### src/rtl/commit_stream_checker_fifo.sv
// Synchronous FIFO holding expected-commit entries; full/empty/level are registered.
module commit_fifo #(
  parameter  int DEPTH = 8,
  parameter  int WIDTH = 8,
  localparam int AW    = $clog2(DEPTH),
  localparam int LW    = AW + 1
) (
  input  logic             clk_i,
  input  logic             rst_n,
  input  logic             push_i,
  input  logic             pop_i,
  input  logic [WIDTH-1:0] din_i,
  output logic [WIDTH-1:0] dout_o,
  output logic             full_o,
  output logic             empty_o,
  output logic [LW-1:0]    level_o
);

  logic [WIDTH-1:0] mem_r [DEPTH];
  logic [AW-1:0]    wr_ptr_r;
  logic [AW-1:0]    rd_ptr_r;
  logic [LW-1:0]    level_r;
  logic [LW-1:0]    level_nxt_s;
  logic             full_r;
  logic             empty_r;
  logic             push_ok_s;
  logic             pop_ok_s;

  assign push_ok_s = push_i && !full_r;
  assign pop_ok_s  = pop_i && !empty_r;

  // next occupancy from accepted push/pop
  always_comb begin
    level_nxt_s = level_r;
    case ({push_ok_s, pop_ok_s})
      2'b10:   level_nxt_s = level_r + LW'(1);
      2'b01:   level_nxt_s = level_r - LW'(1);
      default: level_nxt_s = level_r;
    endcase
  end

  // pointers and flags; pointers wrap naturally since DEPTH is a power of two
  always_ff @(posedge clk_i or negedge rst_n) begin
    if (!rst_n) begin
      wr_ptr_r <= {AW{1'b0}};
      rd_ptr_r <= {AW{1'b0}};
      level_r  <= {LW{1'b0}};
      full_r   <= 1'b0;
      empty_r  <= 1'b1;
    end else begin
      if (push_ok_s) wr_ptr_r <= wr_ptr_r + AW'(1);
      if (pop_ok_s)  rd_ptr_r <= rd_ptr_r + AW'(1);
      level_r <= level_nxt_s;
      full_r  <= (level_nxt_s == LW'(DEPTH));
      empty_r <= (level_nxt_s == {LW{1'b0}});
    end
  end

  // entry storage
  always_ff @(posedge clk_i) begin
    if (push_ok_s) mem_r[wr_ptr_r] <= din_i;
  end

  assign dout_o  = mem_r[rd_ptr_r];
  assign full_o  = full_r;
  assign empty_o = empty_r;
  assign level_o = level_r;

endmodule

### config.mk
export PLATFORM = sky130hd
export DESIGN_NAME = commit_fifo
export DESIGN_NICKNAME = d
export VERILOG_FILES = /design/src/rtl/commit_stream_checker_fifo.sv
export SDC_FILE = /design/constraint.sdc
export NUM_CORES = 1
export LEC_CHECK = 0
export ABC_CLOCK_PERIOD_IN_PS = 5100
export BUFFER_PORTS_ARGS = -buffer_cell sky130_fd_sc_hd__buf_2
export CAP_MARGIN = 20
export CORE_MARGIN = 5
export CORE_UTILIZATION = 45
export DETAILED_ROUTE_END_ITERATION = 8
export PLACE_DENSITY = 0.65
export SLEW_MARGIN = 20
export SYNTH_ARGS = -nofsm -noshare
export SYNTH_HDL_FRONTEND = slang
export SYNTH_SLANG_ARGS = --single-unit
export TNS_END_PERCENT = 5
### constraint.sdc
create_clock -name clk_i -period 5.1 [get_ports clk_i]
set_clock_uncertainty 0.2 [all_clocks]
set_input_delay 0.51 -clock clk_i [delete_from_list [all_inputs] [get_ports clk_i]]
set_output_delay 0.51 -clock clk_i [all_outputs]
set_load 0.03 [all_outputs]
# Word-level counts from Yosys, hierarchy flattened
# Memories as Yosys holds them, arrays and structs flattened.
# Index checks and enable logic that the tools add are counted.
# word_totals
reg_bits	12
in_bits	12
mem_bits_rw	64
memories	1
out_inout_bits	14
# mem_list
name	words	width	read_ports	rd_ports_with_merged_regs	write_ports	line_no	source
mem_r	8	8	1	0	1	19	logic [WIDTH-1:0] mem_r [DEPTH];
# classes
n_eq_ne	3
mux	3
add_sub_neg	4
reduce_logical	5
# op_table
op	n
4-bit case mux with 2 select lines	1
3-bit by 1-bit adder with 3-bit output (second input constant)	2
4-bit by 1-bit adder with 4-bit output (second input constant)	1
4-bit == test (second input constant)	1
4-bit zero test	1
4-bit by 1-bit subtractor with 4-bit output (second input constant)	1
2-bit by 1-bit == test with 1-bit output (second input constant)	1
2-bit == test (second input constant)	1
1-bit logical AND	2
1-bit zero test	2
1-bit two-way mux	2

# Longest topological paths before layout
# depth
ltp_word	5
ltp_mapped	10
mapped_depth_nobuf	9

# Worst setup path before layout
# Ideal clock, no wire load.
# synth_path
kind	input to register
start	input push_i
end	register full_r, in the netlist full_o
path_buffers	1
path_stages	10
t_arrival_ns	2.414
setup_time_ns	0.119
slack_ns	2.367
cell_sequence	nor2b_1 > inv_1 > ha_1 > clkbuf_1 > xor2_1 > ha_1 > a21oi_1 > xor3_1 > a31oi_1 > o21ba_2
# synth_between
elab_chain_cells	4
elab_cells_between_ends	5
# synth_lines
item	line_no	source
start: declaration	10	input logic push_i,
1-bit logical AND (*)	29	assign push_ok_s = push_i && !full_r;
2-bit by 1-bit == test with 1-bit output or 2-bit == test (tied branches)	35	case ({push_ok_s, pop_ok_s})
4-bit case mux with 2 select lines (*)	35	
4-bit == test (*)	54	full_r <= (level_nxt_s == LW'(DEPTH));
end signal: assignment	54	
end: declaration	24	logic full_r;
# Mark *: on every way between the ends. The rest lies on a longest branch, timed or not.
# A chain may end at the register's enable or synchronous reset.

# Worst setup path after layout
# layout_path
start	register rd_ptr_r[0]
end	output dout_o[3]
# layout_between
elab_chain_cells	1
# layout_lines
item	line_no	source
start: declaration	21	logic [AW-1:0] rd_ptr_r;
start signal: assignment	46	rd_ptr_r <= {AW{1'b0}};
start signal: assignment	52	if (pop_ok_s) rd_ptr_r <= rd_ptr_r + AW'(1);
memory read 8 x 8 bit	-	
end: declaration	13	output logic [WIDTH-1:0] dout_o,
# No other way between the ends.

==> reports/summary.txt <==
status = finished, final reports clean
HPWL after DPL = 3.489 mm
H-tree depth = 3
largest net degree at the start of global routing = 19
Max-Cap Viols = 0
worst reg2reg startpoint = full_o$_DFF_PN0_
Setup crit start kind = flip-flop
Reg2Reg Depth = 9
final setup fails = 0
FILL cells = 566
Min Hold Slack = 0.2350 ns
Final Util = 53.26%
routed wire length = 5.536 mm
fin crit share = 62.25%
DR vias = 1,535
R2R Setup Slk = 2.31 ns
CTS Buf Count = 9
Global Route Usage Sum = 13.96%
Synth Instances = 159
Leak = 1.330 nW
die extent in y = 93.89 µm
CP max-delay cell = dfrtp_1
antenna violations before repair = 0
Worst Path Arrival = 2.46 ns
Residual DRC = 0
Die W = 93.89 µm
Crit path largest cell delay = 0.98 ns
Max Clk Rate = 315.0 MHz
antenna diode count = 0
root buffer cell = clkbuf_8
syn_nets = 176
CP Cell Sequence = mux4_1 -> mux2_2 -> buf_2
Worst slew margin = 32.77%
Longest Clk Path Bufs = 2
CP Launch Point = rd_ptr_r[0]$_DFFE_PN0N_
CP delay by family, top = flip-flops
global-route wire length before repair = 8.797 mm
PortBufs = 25
Period minus WS final = 3.175 ns
Worst Setup Path Type = reg -> out
Cell variety after synth = 30
Max Transition Viols Final = 0
die footprint = 8815 µm²
Routed WL per cell = 19.02 µm
hold crit path type = in -> reg
gr ovfl total = 0
Layout Area Growth over Synthesis = 14.90%
crit path capture = dout_o[3]
worst-path fanout max = 18
WP depth = 3
Syn. warnings = 0
Skew-Pair Late Insertion Delay = 0.34 ns
power density over cell area = 620.5 nW/µm²
Placeable Area = 6832 µm²
Boundary Pins = 26
M1 WL = 2.428 mm
FF+latch count, synth = 76
Final ANT Viol Nets = 0
Req. time, crit path = 4.39 ns
vias per cell = 5.275
WL met2 = 2.767 mm
setup TNS = 0 ns
initial cell density of the core = 46.36%
GP Congestion = 0.7652
Detailed Route Iter0 Violations = 53
maximum VDD drop = 302.4 µV
RSZ-0062 raised after global routing = no
clock transition at the registers of the reported paths = 0.07 ns
reg-to-reg endpoint = full_o$_DFF_PN0_
final hold vios = 0
Final Total Pwr = 2.258 mW
DR pass1 iterations = 4
Seq/Total Area, Yosys = 70.21%
vias in the first global route = 1,641
fin area = 3638 µm²
CTS tree = yes
crit end category = primary output
Slew @ Worst Pin = 1.005 ns
DR top layer = met4
buffer and inverter count on the worst path = 1
share of layout cells above drive strength 1 = 27.69%
most frequent cells in the layout = 64 x edfxtp_1, 25 x buf_2, 16 x mux4_1, 11 x mux2_2, 11 x dfrtp_1
syn_area_per_cell = 19.92 µm²
most common cell after layout, fill and taps aside = edfxtp_1
WL met3 = 237 µm
Rows = 30
mapped cell area = 3167 µm²
Clock Sink Count = 76
Post-DP Area = 3376 µm²
Nets = 208
[flip-flops by register name, indices dropped and copies added (netlist names)]
name      cells
empty_o       1
full_o        1
mem_r        64
wr_ptr_r      3
rd_ptr_r      3
level_o       4
[cell usage after synthesis]
master / count / area share [%]
and3b_1: 1 / 0.28
nand2b_1: 4 / 0.79
a211o_1: 1 / 0.28
o21ba_2: 1 / 0.32
dfrtp_1: 11 / 8.7
a31oi_1: 1 / 0.20
a21oi_1: 2 / 0.32
nor2b_1: 3 / 0.59
or2_1: 1 / 0.20
buf_6: 1 / 0.36
dfstp_2: 1 / 0.83
clkbuf_1: 3 / 0.36
xor2_1: 5 / 1.4
nand2_1: 4 / 0.47
ha_1: 5 / 2.0
mux4_1: 16 / 13
mux2_2: 11 / 3.9
nor4b_1: 1 / 0.28
edfxtp_1: 64 / 61
and3_1: 1 / 0.20
buf_2: 1 / 0.16
inv_1: 1 / 0.12
buf_1: 1 / 0.12
nor2_1: 8 / 0.95
nand4b_1: 1 / 0.28
nor3_1: 4 / 0.63
buf_12: 1 / 0.63
xnor2_1: 3 / 0.83
o21ai_0: 1 / 0.16
xor3_1: 1 / 0.75
[power breakdown]
part	total, mW	internal, mW	switching (mW)
logic	0.725	0.340	0.386
clock network	0.579	0.371	0.208
registers	0.953	0.809	0.144
total	2.26	1.52	0.738
[logic make-up after synthesis]
family / Yosys count / synth area share, %
AOI/OAI and AO/OA: 6 / 1.264
xor gates and xnor gates: 9 / 2.963
adders and majority gates: 5 / 1.976
buffers and inverters: 8 / 1.738
DFF: 76 / 70.21
muxes: 27 / 17.19
and+or+nand+nor: 28 / 4.662
[through the flow]
step / setup WS (ns) / cells
2_1_floorplan: 2.367 / 159
3_3_place_gp: 2.283 / 275
3_5_place_dp: 2.147 / 275
4_1_cts: 1.887 / 291
5_1_grt: 1.814 / 291
6_report: 1.925 / 291
[area by class of cell]
| type | instances | area, µm² | share of cell area (%) |
|---|---|---|---|
| Tap cell | 96 | 120.1 | 3.301 |
| Clock buffer | 10 | 127.6 | 3.508 |
| Sequential cell | 76 | 2223 | 61.11 |
| Clock inverter | 5 | 125.1 | 3.439 |
| Inverter | 1 | 3.754 | 0.1032 |
| Multi-Input combinational cell | 75 | 888.4 | 24.42 |
| Timing Repair Buffer | 28 | 150.1 | 4.127 |
[routing by layer]
layer | global-route usage, % | vias up
met4 | 8.544 | 0
met1 | 17.57 | 790
li1 | - | 707
met3 | 3.446 | 6
met5 | 0 | -
met2 | 21.70 | 32
[how the worst min path moves through the flow]
stage	start	endpoint	slack, ns	depth (start not counted)
finish	din_i[4]	mem_r[4][4]$_DFFE_PP_	0.23	1
global route	din_i[4]	mem_r[3][4]$_DFFE_PP_	0.23	1
CTS	din_i[3]	mem_r[1][3]$_DFFE_PP_	0.22	1
detailed placement	rst_n	rd_ptr_r[0]$_DFFE_PN0N_	0.21	1
global placement	rst_n	rd_ptr_r[0]$_DFFE_PN0N_	0.20	1
floorplan	rst_n	full_o$_DFF_PN0_	0.01	0
[repair_timing]
item,CTS,global route
endpoints found under the hold margin,11,0
resized for setup,0,0
hold buffers,1,0
setup buffers,0,0
Note: power is estimated with default switching activity, not from simulation.
